--- src/rtl/tt_scan_pkg.sv ---
// Shared types and sizing helpers for the truth-table scanner.
package tt_scan_pkg;

    typedef enum logic [1:0] {
        IDLE = 2'd0,
        RUN  = 2'd1,
        DONE = 2'd2
    } state_t;

    localparam int unsigned N_IN_DEF = 3;
    localparam int unsigned ROWS     = 2 ** N_IN_DEF;

    // Settle counter must hold 0..settle; never narrower than one bit.
    function automatic int unsigned settle_cnt_w(input int unsigned settle);
        return (settle < 2) ? 1 : $clog2(settle + 1);
    endfunction

endpackage

--- src/rtl/tt_first_mismatch.sv ---
// Priority encoder locating the lowest row where the captured mask
// disagrees with the expected mask.
module tt_first_mismatch
    import tt_scan_pkg::*;
#(
    parameter int unsigned N_IN = 3
) (
    input  logic [2**N_IN-1:0] mask,
    input  logic [2**N_IN-1:0] exp_mask,
    output logic               any_err,
    output logic [N_IN-1:0]    first_err
);

    logic [2**N_IN-1:0] diff;

    // Scan high to low so the lowest differing index is written last.
    always_comb begin
        diff      = mask ^ exp_mask;
        any_err   = |diff;
        first_err = '0;
        for (int unsigned i = 2 ** N_IN; i > 0; i--) begin
            if (diff[i-1]) first_err = N_IN'(i - 1);
        end
    end

endmodule

--- src/rtl/truth_table_scanner.sv ---
// Sweeps every input row of a combinational function, captures its
// minterm mask after a settle delay and compares it to an expected mask.
module truth_table_scanner
    import tt_scan_pkg::*;
#(
    parameter int unsigned         N_IN   = 3,
    parameter int unsigned         SETTLE = 1,
    parameter logic [2**N_IN-1:0]  EXPECT = 8'b1100_1010
) (
    input  logic               clk,
    input  logic               rst,
    input  logic               start,
    input  logic               s_in,
    output logic [N_IN-1:0]    vec,
    output logic               busy,
    output logic               done,
    output logic               pass,
    output logic [2**N_IN-1:0] mask,
    output logic [N_IN-1:0]    first_err
);

    localparam int unsigned ROWS_L = 2 ** N_IN;
    localparam int unsigned CW     = settle_cnt_w(SETTLE);

    state_t          state;
    logic [N_IN-1:0] row;
    logic [CW-1:0]   cnt;
    logic            any_err;
    logic [N_IN-1:0] fe;

    always_ff @(posedge clk) begin
        if (rst) begin
            state <= IDLE;
            row   <= '0;
            cnt   <= '0;
            mask  <= '0;
        end else begin
            case (state)
                IDLE, DONE: begin
                    if (start) begin
                        state <= RUN;
                        row   <= '0;
                        cnt   <= '0;
                        mask  <= '0;
                    end
                end
                RUN: begin
                    if (cnt == CW'(SETTLE)) begin
                        mask[row] <= s_in;
                        cnt       <= '0;
                        // row stays at the last index in DONE so vec holds all ones
                        if (row == N_IN'(ROWS_L - 1)) state <= DONE;
                        else                          row   <= row + 1'b1;
                    end else begin
                        cnt <= cnt + 1'b1;
                    end
                end
                default: state <= IDLE;
            endcase
        end
    end

    tt_first_mismatch #(
        .N_IN (N_IN)
    ) u_first_mismatch (
        .mask      (mask),
        .exp_mask  (EXPECT),
        .any_err   (any_err),
        .first_err (fe)
    );

    assign vec       = row;
    assign busy      = (state == RUN);
    assign done      = (state == DONE);
    assign pass      = done & ~any_err;
    assign first_err = done ? fe : '0;

endmodule

--- config.mk ---
export PLATFORM = sky130hd
export DESIGN_NAME = truth_table_scanner
export DESIGN_NICKNAME = d
export VERILOG_FILES = /design/src/rtl/tt_scan_pkg.sv /design/src/rtl/tt_first_mismatch.sv /design/src/rtl/truth_table_scanner.sv
export SDC_FILE = /design/constraint.sdc
export NUM_CORES = 1
export LEC_CHECK = 0
export CORE_UTILIZATION = 52
export CTS_BUF_LIST = sky130_fd_sc_hd__clkbuf_8
export CTS_CLUSTER_SIZE = 20
export DETAILED_ROUTE_END_ITERATION = 10
export GPL_ROUTABILITY_DRIVEN = 0
export GPL_TIMING_DRIVEN = 0
export PLACE_DENSITY = 0.91
export SYNTH_ARGS = -nofsm -noshare
export SYNTH_HDL_FRONTEND = slang
export SYNTH_SLANG_ARGS = --single-unit
--- constraint.sdc ---
create_clock -name clk -period 1.9 [get_ports clk]
set_input_delay 0.285 -clock clk [delete_from_list [all_inputs] [get_ports clk]]
set_output_delay 0.285 -clock clk [all_outputs]
set_load 0.005 [all_outputs]
# == Word-level counts from Yosys, hierarchy flattened ==
# Cells that the tools add are included.
# Widths: inputs -> output; s select.
# classes
n_addsub,2
n_lt_le_gt_ge,2
eq_ne,7
mux,26
bitwise_logic,3
reduce_logical,9
# ops
operator,count
$mux 3,12
$mux 8,2
$pmux 8 s2,1
$bwmux 8,1
$reduce_or 8->1,1
$mux 2,3
$pmux 3 s2,1
$reduce_and 3->1,2
$lt 3x4->1 const B,1
$ne 2x1->1 const B,2
$ne 2x2->1 const B,2
$not 4->4,1
$pmux 2 s2,1
$reduce_and 4->1,1
$add 3x1->3 const B,1
$demux 1 s3,1
$eq 3x3->1 const B,1
$ge 3x1->1 const B,1
$mux 1,3
$eq 2x1->1 const B,1
$eq 2x2->1 const B,1
$logic_not 2->1,1
$pmux 1 s2,1
$reduce_and 2->1,1
6 further kinds,6
# word_totals
register_bits,14
inputBits,4
out_inout_bits,17
wordCells,53

# == Longest topological paths before layout ==
# depth
word_depth,10
mapped_depth,5
ltp_nobuf,5

# == Hierarchy ==
# From an unflattened synthesis, not the netlist that was laid out.
# unflattened
hier_cells,99
area_unflattened_um2,895.9
# modules_own_cells
mod,instances,cells_each,area_each_um2,seq_area_each_um2
truth_table_scanner,1,77,710.7,280.3
tt_first_mismatch,1,22,185.2,0.0

# == Worst setup path after synthesis ==
# No wires, ideal clock.
# synth_timing
path_type,reg2reg
start,register row[0] (netlist: vec[0])
end,register row[0] (netlist: vec[0])
setup_ps,70
arrival_ps,1238
required_time_ps,1830
path_slack_ps,592
path_stages_with_launch,6
n_path_buf,0
period_less_slack_ps,1308
cell_sequence,dfxtp_1 -> ha_1 -> ha_1 -> and4bb_2 -> nand2b_1 -> a21oi_1
# synth_between
elab_chain_len,4
word_cells_on_any_way,7
cone_classes,1 x add/sub; 2 x eq/ne; 3 x mux; 1 x reduce/logical
# synth_lines
item,line_no,text
from (decl),truth_table_scanner.sv:26,logic [N_IN-1:0] row;
from (signal assigned),truth_table_scanner.sv:53,else row <= row + 1'b1;
$add 3x1->3,truth_table_scanner.sv:53,
$mux 3,truth_table_scanner.sv:52,if (row == N_IN'(ROWS_L - 1)) state <= DONE;
$mux 3,truth_table_scanner.sv:48,if (cnt == CW'(SETTLE)) begin
$pmux 3 s2,truth_table_scanner.sv:38,case (state)
# Parallel ways exist; a longest one is shown, timed or not. The select of a mux whose other input is x is not followed.
# A chain may end at the register's enable or synchronous reset.

# == Worst setup path in the final report ==
# layout_timing
start,register state[0]
end,output busy
# layout_between
elab_chain_len,1
# layout_lines
item,line_no,text
from (decl),truth_table_scanner.sv:25,state_t state;
from (signal assigned),truth_table_scanner.sv:33,state <= IDLE;
from (signal assigned),truth_table_scanner.sv:41,state <= RUN;
from (signal assigned),truth_table_scanner.sv:52,
$eq 2x1->1,truth_table_scanner.sv:73,assign busy = (state == RUN);
to (decl),truth_table_scanner.sv:15,"output logic busy,"
# Every way passes these cells.

==> results.py <==
metrics = {
    "run_status": {
        "outcome": "finished clean",
    },
    "floorplanning": {
        "dieWidth_um": 39.9,
        "dieArea_sq_um": 1590,
        "io_pins": 21,
        "rows": 13,
        "die_y_um": 39.9,
        "initial_core_util_pct": 56.6,
        "core_sq_um": 1320,
    },
    "detailed_routing": {
        "antenna_left": 0,
        "drcViolationCount": 0,
        "dr.pass1.iters": 4,
        "wl_per_cell_um": 12.2,
        "drt_wl_total_um": 1500,
        "drtIter0Drc": 15,
        "vias": 695,
        "avgViaCountPerCell": 5.65,
    },
    "run": {
        "cap_violations": 0,
    },
    "placement": {
        "dp_slack_ns": 0.0245,
        "dp.cells": 121,
        "hpwl_um": 1150,
        "io_buffer_count": 20,
    },
    "setup_path": {
        "cp_slowest_cell": "clkdlybuf4s50_1",
        "reg2reg_from": "vec[0]",
        "crit_required_ns": 1.62,
        "start_kind": "register",
        "arrival_ns": 1.48,
        "worstSetupPathType": "register to output port",
        "slowest_delay_ns": 0.53,
        "endpoint_kind": "output port",
        "path_buf_inv": 1,
        "reg2reg_slack_ns": 0.49,
        "cp_top_family": "buffers and inverters",
        "path_max_fanout": 13,
        "rr_endpoint": "vec[2]",
        "worstRegToRegCells": 5,
        "cp_cell_sequence": "nor2b_1 > clkdlybuf4s50_1",
    },
    "final_layout": {
        "final_nets": 116,
        "diodes": 0,
        "drive_gt1_share_pct": 10.2,
        "areaGrowthSynthToFinish_pct": 36.4,
        "fillCellCount": 92,
        "layout_common_cells": "nand2_1 (16), clkdlybuf4s50_1 (16), dfxtp_1 (13), a32o_1 (8), nor2b_1 (7)",
        "utilization_pct": 77.2,
        "finalNonFillerCells": 123,
    },
    "synthesis": {
        "syn_nets": 92,
        "postSynthAreaPerCell_sq_um": 8.67,
        "ys_types": 23,
        "ys_warn_count": 0,
        "ys_seq_area_share_pct": 37.6,
        "netlist_area_sq_um": 746,
        "synth_cells": 86,
        "ys_ff_latch": 14,
    },
    "clocking": {
        "clock-root-buffer": "clkbuf_8",
        "htree_levels": 1,
        "cts_sinks": 14,
        "postCtsHoldBufs": 0,
        "cts_buffers": 3,
        "clockBufferDepth": 2,
        "clkTransAtPathRegs_ns": 0.05,
        "clock_latency_ns": 0.24,
        "cts_tree": "built",
    },
    "timing": {
        "drv_slew": 0,
        "setup_viol": 0,
        "worst_slack_ns": 0.131,
        "relSlewSlack_pct": 80.0,
        "skew_ns": 0.00397,
        "tns_ns": 0,
        "hold_violations": 0,
        "grt_setup_unrepaired": "no",
        "layout_min_cycle_time_ns": 1.77,
        "worstMarginPinSlew_ns": 0.299,
        "clock.fmax_mhz": 565,
        "hold_ws_ns": 0.558,
        "min_period_over_period_pct": 93.1,
    },
    "min_path": {
        "min_from": "vec[2]",
        "holdPathStages": 2,
        "hp-class": "register to register",
        "hold-path-endpoint": "vec[2]",
    },
    "global_routing": {
        "grt-ovfl-total": 0,
        "grt_antenna_before_repair": 0,
        "grt_pass1_wl_um": 2430,
        "track_usage_pct": 22.9,
        "grt_start_max_net_pins": 14,
        "grt_pass1_vias": 577,
    },
    "pwr": {
        "p_per_area_nw_per_um2": 572,
        "ir_worst_vdd_v": 0.000452,
        "leakage_nw": 0.401,
    },
}
## repair_timing
item | 4_1_cts | 5_1_grt
buffers inserted | 0 | 0
cloned | 0 | 0
endpoints found under the setup margin | 4 | 2
gates resized for setup | 7 | 2
pin swaps | 2 | 0
## sequential cells by signal, summed over array words and instances, names as in the netlist
signal / count
mask: 8
cnt: 1
state: 2
vec: 3
## per-stage QoR
| stage | total power [mW] | area [sq um] |
|---|---|---|
| final | 0.582 | 1020 |
| after global placement | 0.353 | 965 |
| after detailed placement | 0.354 | 965 |
| after global routing | 0.606 | 1020 |
| after floorplan | 0.335 | 746 |
| after CTS | 0.585 | 1010 |
## per-layer routing
metal  vias to the layer above  routed length (um)  global-route usage [%]  part of all wire [%]
met2                        22                 676                    34.3                    45
met4                         0                  18                    10.3                   1.2
met1                       307                 750                    31.5                    50
li1                        362                   -                       -                     -
met5                         -                   0                       0                     0
met3                         4                  56                    3.41                   3.7
## power by group
group	internal [mW]	total (mW)	switching, mW
registers	0.299	0.306	0.00787
logic	0.0214	0.0420	0.0206
clock network	0.140	0.233	0.0936
total	0.460	0.582	0.122
## kinds of logic (layout without fill, tap and decap cells)
family | after synthesis | count (layout) | synth area share (%)
compound gates | 19 | 19 | 19.1
buf+inv | 4 | 26 | 2.68
fa+ha+maj | 2 | 2 | 3.36
xor+xnor | 1 | 1 | 1.17
flops | 14 | 14 | 37.6
simple gates | 46 | 46 | 36.1
## synthesized netlist by cell type
master | instances | area, sq um
and2_1 | 1 | 6.26
nor3b_2 | 2 | 25.0
nand2b_1 | 2 | 12.5
nand4bb_1 | 2 | 22.5
nor3b_1 | 2 | 15.0
xnor2_1 | 1 | 8.76
and4bb_1 | 1 | 12.5
nand3_1 | 4 | 20.0
nor4_1 | 1 | 6.26
nand2_1 | 16 | 60.1
a21oi_1 | 6 | 30.0
a32o_1 | 8 | 80.1
nor2_1 | 6 | 22.5
and4bb_2 | 1 | 12.5
o21ai_0 | 1 | 5.00
o21a_1 | 1 | 7.51
a31oi_1 | 2 | 12.5
ha_1 | 2 | 25.0
buf_2 | 4 | 20.0
and4b_1 | 1 | 10.0
a21boi_0 | 1 | 7.51
nor2b_1 | 7 | 43.8
dfxtp_1 | 14 | 280
## worst max-delay path by stage
| stage | startpoint | end | slack [ns] | depth (start not counted) |
|---|---|---|---|---|
| final | state[0] | busy | 0.13 | 2 |
| after global placement | state[0] | pass | 0.07 | 5 |
| after detailed placement | state[0] | pass | 0.02 | 5 |
| after floorplan | vec[0] | vec[0] | 0.59 | 5 |
| after CTS | state[1] | first_err[0] | 0.005 | 4 |
| after global routing | state[0] | busy | 0.05 | 2 |
## worst register-to-register path, delay by kind of cell (launching register included)
| family | cells | cell delay, ns |
|---|---|---|
| adders and majority gates | 2 | 0.44 |
| and+or+nand+nor | 2 | 0.41 |
| DFF | 1 | 0.37 |
| AOI/OAI and AO/OA | 1 | 0.11 |
## layout make-up
cell class	count	area [sq um]	area share [%]
Buffer	3	17.5	1.72
Timing Repair Buffer	20	203	19.9
Tap cell	15	18.8	1.85
Sequential cell	14	282	27.7
Clock buffer	3	41.3	4.06
Multi-Input combinational cell	68	455	44.8
(Power assumes the default switching activity.)
